--- config.mk ---
export PLATFORM = sky130hd
export DESIGN_NAME = ifetch_pc_flat
export DESIGN_NICKNAME = d
export VERILOG_FILES = /design/src/rtl/ifetch_pc_pkg.sv /design/src/rtl/ifetch_pc_if.sv /design/src/rtl/ifid_reg.sv /design/src/rtl/ifetch_pc.sv /design/src/flat_wrapper.sv
export SDC_FILE = /design/constraint.sdc
export NUM_CORES = 1
export LEC_CHECK = 0
export CAP_MARGIN = 30
export CORE_ASPECT_RATIO = 0.9
export CORE_UTILIZATION = 35
export CTS_CLUSTER_DIAMETER = 80
export CTS_CLUSTER_SIZE = 16
export DETAILED_ROUTE_END_ITERATION = 6
export PLACE_DENSITY = 0.74
export RECOVER_POWER = 100
export SETUP_SLACK_MARGIN = 0.15
export SYNTH_ARGS = -nofsm -noshare
export SYNTH_HDL_FRONTEND = slang
export SYNTH_HIERARCHICAL = 1
export SYNTH_SLANG_ARGS = --single-unit
--- constraint.sdc ---
create_clock -name clk -period 2.6 [get_ports clk]
set_input_delay 0.26 -clock clk [delete_from_list [all_inputs] [get_ports clk]]
set_output_delay 0.26 -clock clk [all_outputs]
set_load 0.01 [all_outputs]
--- src/rtl/ifetch_pc_pkg.sv ---
// Shared fetch-pipeline definitions: reset PC, NOP encoding, fetch FSM states
// and the IF/ID payload layout.
package ifetch_pc_pkg;

    localparam int unsigned XLEN = 32;

    localparam logic [XLEN-1:0] RESET_PC = 32'h0000_0000;
    localparam logic [XLEN-1:0] NOP      = 32'h0000_0000;

    typedef enum logic {
        RUN,
        RECOVER
    } fetch_state_e;

    typedef struct packed {
        logic [XLEN-1:0] instr;
        logic [XLEN-1:0] pc_plus4;
        logic            pred_taken;
    } ifid_t;

endpackage

--- src/rtl/ifetch_pc_if.sv ---
// Fetch-stage bus: stall/redirect inputs from later stages and the IF/ID outputs.
interface ifetch_pc_if #(
    parameter int unsigned CNT_W = 16
) ();
    logic        StallF;
    logic        StallD;
    logic [31:0] InstrF;
    logic        JumpPre;
    logic [31:0] JumpPrePC;
    logic        JumpD;
    logic [31:0] JumpTargetD;
    logic        BranchMEM;
    logic        PredTakenMEM;
    logic        PCSrcMEM;
    logic [31:0] PCBranchMEM;
    logic [31:0] PCPlus4MEM;

    logic [31:0]      PCF;
    logic [31:0]      InstrD;
    logic [31:0]      PCPlus4D;
    logic             PredTakenD;
    logic             FlushDE;
    logic [CNT_W-1:0] MispredCnt;

    modport master (
        output StallF, StallD, InstrF, JumpPre, JumpPrePC, JumpD, JumpTargetD,
               BranchMEM, PredTakenMEM, PCSrcMEM, PCBranchMEM, PCPlus4MEM,
        input  PCF, InstrD, PCPlus4D, PredTakenD, FlushDE, MispredCnt
    );

    modport slave (
        input  StallF, StallD, InstrF, JumpPre, JumpPrePC, JumpD, JumpTargetD,
               BranchMEM, PredTakenMEM, PCSrcMEM, PCBranchMEM, PCPlus4MEM,
        output PCF, InstrD, PCPlus4D, PredTakenD, FlushDE, MispredCnt
    );
endinterface

--- src/rtl/ifid_reg.sv ---
// IF/ID pipeline register; a flush squashes the word to NOP and wins over stall.
module ifid_reg
    import ifetch_pc_pkg::*;
#(
    parameter logic [XLEN-1:0] RESET_PC = ifetch_pc_pkg::RESET_PC
) (
    input  logic  clk,
    input  logic  rst_n,
    input  logic  stall,
    input  logic  flush,
    input  ifid_t d,
    output ifid_t q
);

    always_ff @(posedge clk or negedge rst_n) begin
        if (!rst_n) begin
            q <= '{instr: NOP, pc_plus4: RESET_PC + XLEN'(4), pred_taken: 1'b0};
        end else if (flush) begin
            q.instr      <= NOP;
            q.pred_taken <= 1'b0;
        end else if (!stall) begin
            q <= d;
        end
    end

endmodule

--- src/rtl/ifetch_pc.sv ---
// Fetch PC generation with branch-mispredict recovery FSM, IF/ID register
// and a saturating mispredict counter.
module ifetch_pc
    import ifetch_pc_pkg::*;
#(
    parameter logic [XLEN-1:0] RESET_PC = ifetch_pc_pkg::RESET_PC,
    parameter int unsigned     CNT_W    = 16
) (
    input  logic        clk,
    input  logic        rst_n,
    ifetch_pc_if.slave  bus
);

    fetch_state_e    state_q, state_d;
    logic [XLEN-1:0] pc_q, pc_d, pc_plus4;
    logic            pred_q, pred_d;
    logic            mispredict, pc_en, ifid_flush, flush_de;
    logic [CNT_W-1:0] cnt_q;
    ifid_t           ifid_d, ifid_q;

    assign pc_plus4   = pc_q + XLEN'(4);
    assign mispredict = bus.BranchMEM && (bus.PredTakenMEM != bus.PCSrcMEM);
    assign pc_en      = mispredict || !bus.StallF;

    always_ff @(posedge clk or negedge rst_n) begin
        if (!rst_n) state_q <= RUN;
        else        state_q <= state_d;
    end

    // Redirect priority: mispredict, then decoded jump, then predictor (RUN only).
    always_comb begin
        state_d    = state_q;
        pc_d       = pc_plus4;
        pred_d     = 1'b0;
        flush_de   = mispredict;
        ifid_flush = 1'b0;

        case (state_q)
            RUN:     if (mispredict) state_d = RECOVER;
            RECOVER: begin
                state_d  = RUN;
                flush_de = 1'b1;
            end
            default: state_d = RUN;
        endcase

        if (mispredict) begin
            pc_d       = bus.PCSrcMEM ? bus.PCBranchMEM : bus.PCPlus4MEM;
            ifid_flush = 1'b1;
        end else if (bus.JumpD) begin
            pc_d       = bus.JumpTargetD;
            ifid_flush = 1'b1;
        end else if (bus.JumpPre && (state_q == RUN)) begin
            pc_d       = bus.JumpPrePC;
            pred_d     = 1'b1;
            ifid_flush = 1'b1;
        end
    end

    // pred_q tags the PC as a predicted-taken target until PCF moves on.
    always_ff @(posedge clk or negedge rst_n) begin
        if (!rst_n) begin
            pc_q   <= RESET_PC;
            pred_q <= 1'b0;
        end else if (pc_en) begin
            pc_q   <= pc_d;
            pred_q <= pred_d;
        end
    end

    always_ff @(posedge clk or negedge rst_n) begin
        if (!rst_n)                          cnt_q <= '0;
        else if (mispredict && (cnt_q != '1)) cnt_q <= cnt_q + CNT_W'(1);
    end

    assign ifid_d = '{instr: bus.InstrF, pc_plus4: pc_plus4, pred_taken: pred_q};

    ifid_reg #(
        .RESET_PC (RESET_PC)
    ) u_ifid (
        .clk   (clk),
        .rst_n (rst_n),
        .stall (bus.StallD),
        .flush (ifid_flush),
        .d     (ifid_d),
        .q     (ifid_q)
    );

    assign bus.PCF        = pc_q;
    assign bus.InstrD     = ifid_q.instr;
    assign bus.PCPlus4D   = ifid_q.pc_plus4;
    assign bus.PredTakenD = ifid_q.pred_taken;
    assign bus.FlushDE    = flush_de;
    assign bus.MispredCnt = cnt_q;

endmodule

--- src/flat_wrapper.sv ---
// flat-port wrapper written by rule: the top's interface ports become plain ports
module ifetch_pc_flat import ifetch_pc_pkg::*;
#(
    parameter logic [XLEN-1:0] RESET_PC = ifetch_pc_pkg::RESET_PC,
    parameter int unsigned     CNT_W    = 16
)
  (clk, rst_n, bus_StallF, bus_StallD, bus_InstrF, bus_JumpPre, bus_JumpPrePC, bus_JumpD, bus_JumpTargetD, bus_BranchMEM, bus_PredTakenMEM, bus_PCSrcMEM, bus_PCBranchMEM, bus_PCPlus4MEM, bus_PCF, bus_InstrD, bus_PCPlus4D, bus_PredTakenD, bus_FlushDE, bus_MispredCnt);
  ifetch_pc_if #(.CNT_W(CNT_W)) bus_i ();
  input  logic clk;
  input  logic rst_n;
  input wire logic [$bits(bus_i.StallF)-1:0] bus_StallF;
  input wire logic [$bits(bus_i.StallD)-1:0] bus_StallD;
  input wire logic [$bits(bus_i.InstrF)-1:0] bus_InstrF;
  input wire logic [$bits(bus_i.JumpPre)-1:0] bus_JumpPre;
  input wire logic [$bits(bus_i.JumpPrePC)-1:0] bus_JumpPrePC;
  input wire logic [$bits(bus_i.JumpD)-1:0] bus_JumpD;
  input wire logic [$bits(bus_i.JumpTargetD)-1:0] bus_JumpTargetD;
  input wire logic [$bits(bus_i.BranchMEM)-1:0] bus_BranchMEM;
  input wire logic [$bits(bus_i.PredTakenMEM)-1:0] bus_PredTakenMEM;
  input wire logic [$bits(bus_i.PCSrcMEM)-1:0] bus_PCSrcMEM;
  input wire logic [$bits(bus_i.PCBranchMEM)-1:0] bus_PCBranchMEM;
  input wire logic [$bits(bus_i.PCPlus4MEM)-1:0] bus_PCPlus4MEM;
  output wire logic [$bits(bus_i.PCF)-1:0] bus_PCF;
  output wire logic [$bits(bus_i.InstrD)-1:0] bus_InstrD;
  output wire logic [$bits(bus_i.PCPlus4D)-1:0] bus_PCPlus4D;
  output wire logic [$bits(bus_i.PredTakenD)-1:0] bus_PredTakenD;
  output wire logic [$bits(bus_i.FlushDE)-1:0] bus_FlushDE;
  output wire logic [$bits(bus_i.MispredCnt)-1:0] bus_MispredCnt;
  assign bus_i.StallF = bus_StallF;
  assign bus_i.StallD = bus_StallD;
  assign bus_i.InstrF = bus_InstrF;
  assign bus_i.JumpPre = bus_JumpPre;
  assign bus_i.JumpPrePC = bus_JumpPrePC;
  assign bus_i.JumpD = bus_JumpD;
  assign bus_i.JumpTargetD = bus_JumpTargetD;
  assign bus_i.BranchMEM = bus_BranchMEM;
  assign bus_i.PredTakenMEM = bus_PredTakenMEM;
  assign bus_i.PCSrcMEM = bus_PCSrcMEM;
  assign bus_i.PCBranchMEM = bus_PCBranchMEM;
  assign bus_i.PCPlus4MEM = bus_PCPlus4MEM;
  assign bus_PCF = bus_i.PCF;
  assign bus_InstrD = bus_i.InstrD;
  assign bus_PCPlus4D = bus_i.PCPlus4D;
  assign bus_PredTakenD = bus_i.PredTakenD;
  assign bus_FlushDE = bus_i.FlushDE;
  assign bus_MispredCnt = bus_i.MispredCnt;
  ifetch_pc #(.RESET_PC(RESET_PC), .CNT_W(CNT_W)) u_core (.clk(clk), .rst_n(rst_n), .bus(bus_i));
endmodule
-- Yosys cells after proc, flatten, opt, wreduce, memory -nomap -nowiden
Index checks and enable logic that the tools add are counted.
- register bits after elaboration: 115
- input bits: 169
- output and inout port bits: 114
- logic and storage cells: 36
- add/subtract/negate cells: 2
- equality and inequality tests: 3
- muxes and demuxes: 15
- bitwise logic cells: 3
- reductions and logical operators: 6
- operator list (kind ; number):
    two-way mux 32 bit ; 5
    two-way mux 65 bit ; 1
    adder 32 x 3 -> 32 bit (second input constant) ; 1
    adder 16 x 1 -> 16 bit (second input constant) ; 1
    inequality test 16 bit (second input constant) ; 1
    two-way mux 1 bit ; 8
    logical AND 1 bit ; 3
    inverter 1 bit ; 3
    inequality test 2 x 1 -> 1 bit (second input constant) ; 1
    case mux 1 bit (2 select lines) ; 1
    AND reduction 2 bit ; 1
    logical NOT 1 bit ; 1
    logical OR 1 bit ; 1
    inequality test 1 bit ; 1

-- Longest topological paths before layout
- depth in word-level cells: 7
- mapped depth: 9
- depth with buffers taken out: 6

-- Cells and area by module
The synthesis kept the hierarchy.
- by module, submodules not included (module ; instances ; cells an instance ; area an instance (sq um) ; sequential area each (sq um)):
    ifetch_pc ; 1 ; 513 ; 4241.6 ; 1251.2
    ifid_reg ; 1 ; 175 ; 2702.6 ; 1627.8

-- Worst setup path after synthesis
OpenSTA, ideal clock, no wires.
- path kind: register to register
- start point: reg u_core.pc_q[12], in the netlist u_core/bus.PCF[12]
- end point: reg u_core/u_ifid/q[28] (netlist bit)
- library setup time: 125 ps
- data arrival time: 2014 ps
- data required time: 2475 ps
- setup slack: 460 ps
- stages on the path, launching flop included: 8
- buffers on the path: 2
- clock period less this slack: 2140 ps
- cell sequence: dfrtp_1 > clkbuf_1 > nand3_2 > or4_4 > buf_6 > nor4_4 > xor2_1 > mux2_4
- longest elaborated chain between the ends: 1
- RTL lines (element ; RTL line ; source):
    start: declaration ; ifetch_pc.sv:15 ; logic [XLEN-1:0] pc_q, pc_d, pc_plus4;
    start signal: assignment ; ifetch_pc.sv:66 ; pc_q <= pc_d;
    adder 32 x 3 -> 32 bit ; ifetch_pc.sv:21 ; assign pc_plus4 = pc_q + XLEN'(4);
    named net u_core.pc_plus4[27] ; ifetch_pc.sv:15 ;
    end signal: assignment ; ifid_reg.sv:17 ; q <= '{instr: NOP, pc_plus4: RESET_PC + XLEN'(4), pred_taken: 1'b0};
    end: declaration ; ifid_reg.sv:12 ; output ifid_t q
The timed path passes the listed nets, and every way through them passes these cells.
A chain may end at the register's enable or synchronous reset.

-- Worst setup path in the final report
- start point: reg u_core.pc_q[4], in the netlist u_core/bus.PCF[4]
- end point: reg u_core/u_ifid/q[28] (netlist bit)
Same word-level chain as after synthesis.

==> flow_metrics.env <==
export IMPL_outcome="finished clean"
export IMPL_drt_pass1_iter_count=7
export IMPL_clkPwrFrac=0.338
export IMPL_netlist_top_cells_area="dfrtp_1 (41%), mux2i_1 (8.5%), mux2_4 (6.5%)"
export IMPL_dieArea_mm2=0.0204
export IMPL_insertion_delay_ns=0.42
export IMPL_synthArstFlopShare=1.00
export IMPL_swShare=0.310
export IMPL_critPathArrivalTime_ns=2.70
export IMPL_slew_headroom=0.0501
export IMPL_crit_path_end_kind="register"
export IMPL_synth_seq_area_share=0.415
export IMPL_tns_ns=0
export IMPL_comb_power_share=0.310
export IMPL_portBuffers=282
export IMPL_drt_total_wl_um=25000
export IMPL_p_leak_nw=4.58
export IMPL_yosys_cell_count_top_type="dfrtp_1"
export IMPL_fmaxAchievable_ghz=0.417
export IMPL_final_nets=1141
export IMPL_synthTopCellsByCount="dfrtp_1 (114), nand2_1 (74), mux2i_1 (59), nor2_1 (55), clkbuf_1 (33)"
export IMPL_peakVddDrop_uv=419
export IMPL_rsz0062_at_grt="no"
export IMPL_drt_iter0_markers=460
export IMPL_slowest_stage="or4_4"
export IMPL_synth_avg_cell_area_um2=10.1
export IMPL_place_gp_congestion=0.885
export IMPL_power_switching_w=0.00220
export IMPL_postSynthNetCount=859
export IMPL_required_ns=2.90
export IMPL_grt_max_degree=51
export IMPL_rr_worst_depth=5
export IMPL_ys_ff_latch=115
export IMPL_setup_slack_ns=0.199
export IMPL_grt_pass1_wl_um=37800
export IMPL_yosysTopAreaCell="dfrtp_1"
export IMPL_coreArea_mm2=0.0193
export IMPL_synth_top_flop_cell="dfrtp_1"
export IMPL_cp_depth=5
export IMPL_htreeDepth=4
export IMPL_worstMarginPinSlew_ns=1.42
export IMPL_cts_buffers=17
export IMPL_drv_cap=0
export IMPL_vias_per_cell=5.34
export IMPL_path_cells="nand3_1, or4_4, nor4_2, xor2_1, mux2_4"
export IMPL_crit_path_end="u_core/u_ifid/q[28]"
export IMPL_yosys_area_top_type_share=0.411
export IMPL_fin_crit_ns=2.40
export IMPL_drc=0
export IMPL_rrSetupSlack_ns=0.20
export IMPL_drive_gt1_frac=0.0977
export IMPL_finalSetupViolCount=0
export IMPL_min_path_type="input port to register"
export IMPL_report_final_slew_viol_count=0
export IMPL_crit_path_start="u_core/bus.PCF[4]"
export IMPL_power_density_mw_per_mm2=674
export IMPL_postRouteAntennaNets=0
export IMPL_synth_edff_count=0
export IMPL_num_rows=48
export IMPL_pwr_share_seq=0.352
export IMPL_dp_hpwl_um=19000
export IMPL_synth_distinct_cells=70
export IMPL_path_max_fanout=6
export IMPL_die_y_um=136
export IMPL_start_util=0.360
export IMPL_area_delta_synth_final_pct=51.5
export IMPL_cts_sinks=115
export IMPL_overflow=0
export IMPL_antenna_cells=0
export IMPL_num_io_pins=283
export IMPL_crit_path_max_incr_delay_ns=0.70
export IMPL_fp_dieW_um=150
export IMPL_r2r_end="u_core/u_ifid/q[28]"
export IMPL_finalClockSkew_ns=0.00738
export IMPL_r2r_start="u_core/bus.PCF[4]"
export IMPL_via_count=6589
export IMPL_crit_buf_inv=0
export IMPL_cp_top_family="simple AND/OR/NAND/NOR gates"
export IMPL_min_period_over_period=0.923
export IMPL_grt_pass1_vias=6643
export IMPL_cts_tree="done"
export IMPL_synthCells=688
export IMPL_antenna_found_initial=0
export IMPL_hold_viol_final=0
export IMPL_dp_slack_ns=0.138
export IMPL_synth_area_mm2=0.00694
export IMPL_internal_power_w=0.00489
export IMPL_ys_warnings_count=6
export IMPL_ctsLongestPathBuffers=2
export IMPL_critPathKind="register to register"
export IMPL_cts_root_buf="clkbuf_16"
export IMPL_track_usage=0.247
export IMPL_wl_per_cell_um=20.3
export IMPL_clk_pin_slew_worst_paths_ns=0.05
export IMPL_cp_start_kind="register"
## state kept, by name, indices dropped and copies added, names as in the netlist
signal,count
u_core/u_ifid/q,65
u_core/bus.PCF,32
u_core/bus.MispredCnt,16
u_core/pred_q,1
u_core/state_q,1
## kinds of logic (layout without fill, tap and decap cells)
| group | Yosys count | after routing | share of synthesized area |
|---|---|---|---|
| xor gates and xnor gates | 42 | 42 | 0.0530 |
| and+or+nand+nor | 243 | 243 | 0.183 |
| muxes | 99 | 99 | 0.166 |
| AOI/OAI and AO/OA | 127 | 127 | 0.132 |
| buffers and inverters | 60 | 355 | 0.0485 |
| DFF | 115 | 115 | 0.415 |
| adders and majority gates | 2 | 2 | 0.00360 |
## metrics by stage
step | cells | util | hold WS (ns) | total power, W | instance area [µm²]
after floorplan | 688 | - | -0.0356 | 0.00360 | 6940
after detailed placement | 1200 | 0.521 | 0.371 | 0.00498 | 10000
final | 1233 | 0.546 | 0.285 | 0.00709 | 10500
after CTS | 1233 | 0.552 | 0.276 | 0.00742 | 10700
after global placement | 1200 | 0.521 | 0.364 | 0.00495 | 10000
after global routing | 1233 | 0.546 | 0.295 | 0.00743 | 10500
## layout by cell type, fill, tap and decap left out, types with 5 or more instances in the layout
| cell | synthesis | final |
|---|---|---|
| clkdlybuf4s50_1 | 0 | 162 |
| o31ai_1 | 6 | 6 |
| dfrtp_1 | 114 | 114 |
| a221o_1 | 5 | 5 |
| a22oi_1 | 5 | 5 |
| xor2_1 | 21 | 21 |
| mux2i_1 | 59 | 59 |
| a21oi_1 | 24 | 24 |
| mux2_4 | 30 | 7 |
| buf_4 | 2 | 26 |
| nand4_1 | 15 | 15 |
| o21ai_0 | 17 | 17 |
| clkbuf_16 | 0 | 17 |
| dlygate4sd3_1 | 0 | 117 |
| and3_1 | 15 | 15 |
| a21o_1 | 5 | 5 |
| nor2_1 | 55 | 55 |
| mux2_2 | 10 | 9 |
| o211ai_1 | 12 | 12 |
| or4_1 | 5 | 5 |
| nor3_1 | 13 | 13 |
| nand2b_1 | 7 | 7 |
| clkinv_2 | 0 | 5 |
| a31oi_1 | 5 | 5 |
| inv_1 | 7 | 7 |
| xnor2_1 | 21 | 21 |
| nor2b_1 | 6 | 6 |
| nor4_1 | 6 | 6 |
| a211oi_1 | 10 | 10 |
| nand3_1 | 18 | 19 |
| mux2_1 | 0 | 24 |
| nand2_1 | 74 | 74 |
## how the worst min path moves through the flow
stage | slack (ns) | to | cells past startpoint | start
5_1_grt | 0.30 | u_core/u_ifid/q[64] | 3 | bus_StallD
6_report | 0.29 | u_core/u_ifid/q[64] | 3 | bus_StallD
4_1_cts | 0.28 | u_core/u_ifid/q[64] | 3 | bus_StallD
3_5_place_dp | 0.37 | u_core/u_ifid/q[23] | 1 | rst_n
2_1_floorplan | -0.04 | u_core/bus.MispredCnt[0] | 0 | rst_n
3_3_place_gp | 0.36 | u_core/u_ifid/q[13] | 1 | rst_n
## power groups by stage
stage | logic (W) | registers, W | clock network, W
after floorplan | 0.000996 | 0.00260 | 0
after global routing | 0.00236 | 0.00255 | 0.00252
after CTS | 0.00246 | 0.00252 | 0.00244
after detailed placement | 0.00245 | 0.00254 | 0
after global placement | 0.00242 | 0.00253 | 0
final | 0.00220 | 0.00249 | 0.00240
## final cells by class
class | instances | area, µm²
Fill cell | 1757 | 8760
Multi-Input combinational cell | 513 | 3630
Timing Repair Buffer | 315 | 3070
Sequential cell | 115 | 2880
Clock buffer | 22 | 474
Tap cell | 250 | 313
Clock inverter | 10 | 130
Inverter | 8 | 30.0
## layer usage
metal / vias up / track usage / wire length, µm
met1: 3175 / 0.313 / 10400
met5: - / 0 / 0
li1: 3078 / - / -
met4: 0 / 0.0679 / 374
met3: 28 / 0.0680 / 2410
met2: 308 / 0.411 / 11800
## worst min-delay path, cell delays in order
cell and delay (ns):
buf_2 0.17, mux2i_1 0.14, nor2_1 0.08
## timing repair
action | 4_1_cts | 5_1_grt
gates resized for setup | 0 | 1
endpoints found under the hold margin | 47 | 0
hold buffers | 1 | 0
setup endpoints to repair | 0 | 1
buffers inserted | 0 | 0
No activity file was read; power rests on OpenSTA's default activity.
